$ cat config.mk
export PLATFORM = sky130hd
export DESIGN_NAME = enc_bundler
export DESIGN_NICKNAME = d
export VERILOG_FILES = /design/src/rtl/enc_bundler.sv
export SDC_FILE = /design/constraint.sdc
export NUM_CORES = 1
export LEC_CHECK = 0
export ABC_AREA = 1
export BUFFER_PORTS_ARGS = -buffer_cell sky130_fd_sc_hd__buf_2
export CORE_MARGIN = 3
export CORE_UTILIZATION = 59
export DETAILED_ROUTE_END_ITERATION = 10
export PLACE_DENSITY = 0.87
export SYNTH_ARGS = -nofsm -noshare
export SYNTH_HDL_FRONTEND = slang
export SYNTH_SLANG_ARGS = --single-unit
$ cat constraint.sdc
create_clock -name clk_i -period 1.6 [get_ports clk_i]
set_input_delay 0.32 -clock clk_i [delete_from_list [all_inputs] [get_ports clk_i]]
set_output_delay 0.32 -clock clk_i [all_outputs]
set_load 0.01 [all_outputs]
$ cat src/rtl/enc_bundler.sv
// Purpose : bundles SEQ_CYCLE_COUNT bound hypervectors per encoding into a majority-binarised query.
// Latency : query_valid_o rises 1 clk after encoding_done_i is sampled with en_i high.
// Backpr. : one-deep output register; a result arriving while the previous one is unaccepted is dropped (overflow_o).
//
// Ports:
//   clk_i, rst_i          rising-edge clock, synchronous active-high reset
//   en_i                  global enable gating both sampling and result events
//   bundling_features_i   bound_hv_i valid this cycle (FSM in bundle state)
//   ctr_i                 FSM sample index, 0 restarts the accumulation
//   encoding_done_i       FSM done pulse, cycle after the last sample
//   bound_hv_i, tie_hv_i  sample hypervector, tie-break hypervector for even splits
//   query_hv_o/_valid_o   binarised result and its valid, consumed with query_ready_i
//   seq_err_o, overflow_o sticky error flags, cleared only by rst_i
module enc_bundler #(
    parameter int DIM             = 64,
    parameter int SEQ_CYCLE_COUNT = 4
) (
    input  logic           clk_i,
    input  logic           rst_i,
    input  logic           en_i,
    input  logic           bundling_features_i,
    input  logic [1:0]     ctr_i,
    input  logic           encoding_done_i,
    input  logic [DIM-1:0] bound_hv_i,
    input  logic [DIM-1:0] tie_hv_i,
    output logic [DIM-1:0] query_hv_o,
    output logic           query_valid_o,
    input  logic           query_ready_i,
    output logic           seq_err_o,
    output logic           overflow_o
);

    localparam int CNT_W = $clog2(SEQ_CYCLE_COUNT + 1);
    localparam logic [CNT_W-1:0] N_C = CNT_W'(SEQ_CYCLE_COUNT);
    localparam logic [CNT_W:0]   N_W = (CNT_W + 1)'(SEQ_CYCLE_COUNT);

    logic [DIM-1:0][CNT_W-1:0] cnt_q, cnt_d;
    logic [DIM-1:0][CNT_W-1:0] cnt_first, cnt_sat;
    logic [CNT_W-1:0]          samples_q, samples_d, samples_inc;
    logic [1:0]                samples_lo;
    logic [DIM-1:0]            query_hv_q, query_hv_d, bin;
    logic                      query_valid_q, query_valid_d;
    logic                      seq_err_q, seq_err_d;
    logic                      overflow_q, overflow_d;
    logic                      sample, result, accept;

    assign sample = bundling_features_i & en_i;
    assign result = encoding_done_i & en_i;
    assign accept = query_valid_q & query_ready_i;

    // ctr_i only carries two bits, so the sequence check looks at the low bits of the count.
    assign samples_lo  = 2'(samples_q);
    assign samples_inc = (samples_q == N_C) ? N_C : samples_q + CNT_W'(1);

    for (genvar i = 0; i < DIM; i++) begin : g_dim
        logic [CNT_W:0] sum;
        logic [CNT_W:0] dbl;

        assign cnt_first[i] = CNT_W'(bound_hv_i[i]);
        // Extra sampled beyond N would overflow CNT_W; clamp so the majority stays meaningful.
        assign sum          = {1'b0, cnt_q[i]} + {{CNT_W{1'b0}}, bound_hv_i[i]};
        assign cnt_sat[i]   = (sum > N_W) ? N_C : sum[CNT_W-1:0];
        // 2*cnt vs N avoids a division and makes the tie case exact for even N.
        assign dbl          = {cnt_q[i], 1'b0};
        assign bin[i]       = (dbl > N_W) | ((dbl == N_W) & tie_hv_i[i]);
    end

    always_comb begin
        cnt_d         = cnt_q;
        samples_d     = samples_q;
        query_hv_d    = query_hv_q;
        query_valid_d = query_valid_q;
        seq_err_d     = seq_err_q;
        overflow_d    = overflow_q;

        if (sample) begin
            if (ctr_i == 2'd0) begin
                // Restart: any partial accumulation from an aborted encoding is discarded.
                cnt_d     = cnt_first;
                samples_d = CNT_W'(1);
            end else begin
                cnt_d     = cnt_sat;
                samples_d = samples_inc;
                if (samples_q == N_C) begin
                    seq_err_d = 1'b1;
                end
            end
            if (ctr_i != samples_lo) begin
                seq_err_d = 1'b1;
            end
        end

        if (result) begin
            // The result event closes the encoding, so it wins over a coincident sample count.
            samples_d = '0;
            if (samples_q != N_C) begin
                seq_err_d = 1'b1;
            end
            if (!query_valid_q || query_ready_i) begin
                query_hv_d    = bin;
                query_valid_d = 1'b1;
            end else begin
                overflow_d = 1'b1;
            end
        end else if (accept) begin
            query_valid_d = 1'b0;
        end
    end

    always_ff @(posedge clk_i) begin
        if (rst_i) begin
            cnt_q         <= '0;
            samples_q     <= '0;
            query_hv_q    <= '0;
            query_valid_q <= 1'b0;
            seq_err_q     <= 1'b0;
            overflow_q    <= 1'b0;
        end else begin
            cnt_q         <= cnt_d;
            samples_q     <= samples_d;
            query_hv_q    <= query_hv_d;
            query_valid_q <= query_valid_d;
            seq_err_q     <= seq_err_d;
            overflow_q    <= overflow_d;
        end
    end

    assign query_hv_o    = query_hv_q;
    assign query_valid_o = query_valid_q;
    assign seq_err_o     = seq_err_q;
    assign overflow_o    = overflow_q;

endmodule

; Word level (Yosys, flattened, before mapping)
; Cells that the tools add are included.
[word_totals]
register_bits = 262
output_inout_bits = 67
wordCells = 546
[op_classes]
addsub = 65
magnitude_cmp = 128
n_eq_ne = 68
mux = 76
bitwise = 132
n_reduce_logical = 8
[op_table]
columns = operator, n
row1 = 4-bit by 3-bit > comparator with 1-bit output (second input constant), 128
row2 = 3-bit by 1-bit adder with 4-bit output, 64
row3 = 3-bit two-way mux, 66
row4 = 3-bit by 2-bit equality test with 1-bit output (second input constant), 64
row5 = 192-bit two-way mux, 1
row6 = 1-bit AND, 67
row7 = 1-bit OR, 64
row8 = 1-bit two-way mux, 9
row9 = 2-bit AND reduction, 3
row10 = 3-bit by 1-bit adder with 3-bit output (second input constant), 1
row11 = 3-bit equality test (second input constant), 1
row12 = 3-bit != test (second input constant), 1
row13 = 2-bit zero test, 1
row14 = 2-bit by 1-bit != test with 1-bit output (second input constant), 1
row15 = 2-bit != test, 1
row16 = 2-bit nonzero test, 1
row17 = 2-bit OR reduction, 1
row18 = 1-bit zero test, 1
row19 = 1-bit logical OR, 1
row20 = 1-bit inverter, 1

; Longest topological paths before layout
[depth]
ltp_word = 7
ltp_mapped = 8
depth_no_buf = 8

; Least setup slack after synthesis
; No wires, ideal clock.
[synth_timing]
path_kind = input -> register
from = in bound_hv_i[44]
to = reg cnt_q[133] (netlist name)
setup_ns = 0.070
arrival_ns = 1.157
required_ns = 1.530
setup_slack_ns = 0.373
cell_stages = 6
n_path_buf = 0
path_cell_list = ha_1 -> ha_1 -> inv_1 -> nor3_1 -> nand3_1 -> a21oi_1
[synth_between]
elab_chain_cells = 4
[synth_lines]
columns = element, line
row1 = from (decl), 24  ; input logic [DIM-1:0] bound_hv_i,
row2 = 3-bit by 1-bit adder with 4-bit output (*), 61  ; assign sum = {1'b0, cnt_q[i]} + {{CNT_W{1'b0}}, bound_hv_i[i]};
row3 = 4-bit by 3-bit > comparator with 1-bit output, 62  ; assign cnt_sat[i] = (sum > N_W) ? N_C : sum[CNT_W-1:0];
row4 = 3-bit two-way mux (*), 62
row5 = 192-bit two-way mux (*), 77  ; if (ctr_i == 2'd0) begin
row6 = to (signal assigned), 119  ; cnt_q <= cnt_d;
row7 = to (decl), 37  ; logic [DIM-1:0][CNT_W-1:0] cnt_q, cnt_d;
; Mark *: on every way between the ends. The rest lies on a longest branch, timed or not.
; A chain may end at the register's enable or synchronous reset.

; Worst setup path in the final report
[layout_timing]
from = reg cnt_q[117] (netlist name)
to = reg cnt_q[118] (netlist name)
[layout_between]
elab_chain_cells = 4
[layout_lines]
columns = element, line
row1 = 3-bit by 1-bit adder with 4-bit output (*), 61
row2 = 4-bit by 3-bit > comparator with 1-bit output, 62
row3 = 3-bit two-way mux (*), 62
row4 = 192-bit two-way mux (*), 77
; Marks and branches as above.

==> results.json <==
{
  "status": "finished, final reports clean",
  "cts.reportedPaths.clkPinSlew_ps": 70,
  "reg2reg_to": "cnt_q[118]$_SDFFE_PP0N_",
  "fmax_mhz": 699,
  "cp-end-kind": "register",
  "syn-cell-area_mm2": 0.0151,
  "ys.warnings.count": 0,
  "htree_num_levels": 1,
  "tightest_slew_ps": 378,
  "grt_max_degree": 69,
  "drt-total-wl_um": 40500,
  "nFillCells": 2019,
  "r2r_cells": 6,
  "syn_area_per_cell_um2": 6.67,
  "yosysTopAreaCell": "dfxtp_1",
  "root_buffer": "clkbuf_16",
  "hold_depth": 3,
  "grt_overflow_total": 0,
  "critical_path_class": "register to register",
  "fin_tns_setup_ps": 0,
  "finalNonFillerCells": 2782,
  "die_height_um": 166,
  "area_delta_synth_final_pct": 16.0,
  "grt_pass1_vias": 15100,
  "layout_common_cells": "nand2_1, a21oi_1, inv_1",
  "reg2reg_from": "cnt_q[117]$_SDFFE_PP0N_",
  "holdCritPathClass": "input pin to register",
  "synth_cell_type_count": 22,
  "grt_util_all_layers_pct": 27.7,
  "skew_ps": 12.6,
  "crit_arrival_ps": 1900,
  "wl_per_cell_um": 14.5,
  "routabilityCongestion": 0.855,
  "crit_fanout": 3,
  "synth-seq-cells": 262,
  "final_nets": 2694,
  "cp-start-kind": "register",
  "worstPathRequired_ps": 2070,
  "relSlewSlack_pct": 74.8,
  "finalSetupViolations": 0,
  "syn_inst": 2272,
  "cp_cell_sequence": "ha_1 > ha_1 > inv_1 > nor3_2 > nand3_1 > a21oi_1",
  "cp_slowest_cell": "dfxtp_1",
  "grt_pass1_wl_um": 67200,
  "cts_max_path_buffers": 3,
  "layout_setup_ws_ps": 170,
  "timing.final.crit_period_ps": 1430,
  "rsz0062_at_grt": "no",
  "drc": 0,
  "cts.sinks": 262,
  "viasPerCell": 5.66,
  "timing.hold.ws_ps": 68.2,
  "drt_iter0_drc": 1312,
  "path_common_cell": "ha_1",
  "synth_area_leaders": "dfxtp_1, nand2_1, a21oi_1",
  "total_leakage_power_nw": 8.18,
  "fin_crit_sh_pct": 89.4,
  "tritoncts": "yes",
  "final_common_cell": "nand2_1",
  "cap_violations": 0,
  "placementRows": 58,
  "portBuffers": 202,
  "die_w_um": 166,
  "core_mm2": 0.0252,
  "placed_cells": 2728,
  "reg2reg_slack_ps": 170,
  "post-route-util_pct": 69.8,
  "cp_slowest_stage_delay_ps": 320,
  "ant_nets": 0,
  "hold_viol": 0,
  "dp_hpwl_um": 26600,
  "syn-num-nets": 2538,
  "power_density_mw_per_mm2": 897,
  "pre_cts_slack_ps": 114,
  "hold_end": "query_hv_o[32]$_SDFFE_PP0P_",
  "drt_first_pass_iters": 6,
  "hold_start": "tie_hv_i[32]",
  "vias": 15800,
  "numCtsBuffers": 28,
  "synth_top_area_share_pct": 34.6,
  "initial_core_util_pct": 60.2,
  "drive_gt1_share_pct": 12.1,
  "peakVddDrop_uv": 698,
  "dieArea_mm2": 0.0276,
  "seq_area_frac_synth_pct": 34.6,
  "clock_latency_ps": 540,
  "ios": 203,
  "antenna_found_initial": 9,
  "finalMaxSlewViolations": 0
}
power breakdown:
group	internal, mW	leakage [nW]	switching (mW)	total [mW]
Combinational	0.808	5.57	1.27	2.08
Sequential	6.77	2.13	0.167	6.94
Clock	3.98	0.473	2.78	6.75
Total	11.6	8.18	4.21	15.8
timing repair:
| item | 4_1_cts | 5_1_grt |
|---|---|---|
| endpoints found under the setup margin | 0 | 1 |
| gates resized for setup | 0 | 1 |
| buffers inserted | 0 | 0 |
| hold buffers | 0 | 0 |
registers in the layout (all words and copies together), names as in the netlist:
| signal | flops |
|---|---|
| seq_err_o | 1 |
| samples_q | 3 |
| query_hv_o | 64 |
| overflow_o | 1 |
| cnt_q | 192 |
| query_valid_o | 1 |
synth_stat cells (all sizes together):
| master | instances |
|---|---|
| a21oi | 325 |
| buf | 61 |
| clkbuf | 44 |
| dfxtp | 262 |
| ha | 130 |
| inv | 268 |
| nand2 | 528 |
| nand3 | 257 |
| nand4 | 1 |
| nor2 | 138 |
| nor3 | 64 |
| o21ai | 193 |
| xnor2 | 1 |
worst max-delay path by stage:
stage | startpoint | to
CTS | cnt_q[117]$_SDFFE_PP0N_ | cnt_q[118]$_SDFFE_PP0N_
global route | cnt_q[24]$_SDFFE_PP0N_ | cnt_q[25]$_SDFFE_PP0N_
floorplan | bound_hv_i[44] | cnt_q[133]$_SDFFE_PP0N_
finish | cnt_q[117]$_SDFFE_PP0N_ | cnt_q[118]$_SDFFE_PP0N_
global placement | bound_hv_i[51] | cnt_q[154]$_SDFFE_PP0N_
detailed placement | bound_hv_i[13] | cnt_q[40]$_SDFFE_PP0N_
critical path, delay by kind of cell, from the launching register on:
family,cells,cell delay [ps]
simple gates,2,320
flops,1,320
buf+inv,1,70
compound gates,1,130
fa+ha+maj,2,520
metrics by stage:
step	cell area (um2)	total power, mW
2_1_floorplan	15100	8.33
3_3_place_gp	16600	9.03
3_5_place_dp	16600	9.12
4_1_cts	17600	15.9
5_1_grt	17600	16.4
6_report	17600	15.8
cells by family after synthesis:
| kind of cell | Yosys count | synth area share (%) |
|---|---|---|
| buffers and inverters | 373 | 10.0 |
| flip-flops | 262 | 34.6 |
| adder cells (fa/ha/maj) | 130 | 10.7 |
| XOR/XNOR | 1 | 0.0578 |
| AND/OR/NAND/NOR | 988 | 27.4 |
| AO/OA/AOI/OAI | 518 | 17.1 |
final cells by class:
class,count,area [um2],area share [%]
multi-input cells,1637,8420,47.9
clock buffers,30,739,4.21
inverters,268,1010,5.73
clock inverters,20,211,1.20
flip-flops and latches,262,5250,29.8
well taps,330,413,2.35
repair buffers,231,1530,8.71
diodes,4,10.0,0.0570
routing by layer:
metal  global-route usage [%]  routed length, um
met5                        0                 80
met4                     10.7               1250
met3                     5.28               3160
met2                     49.8              19700
met1                     32.7              16300
Note: power is estimated with default switching activity, not from simulation.
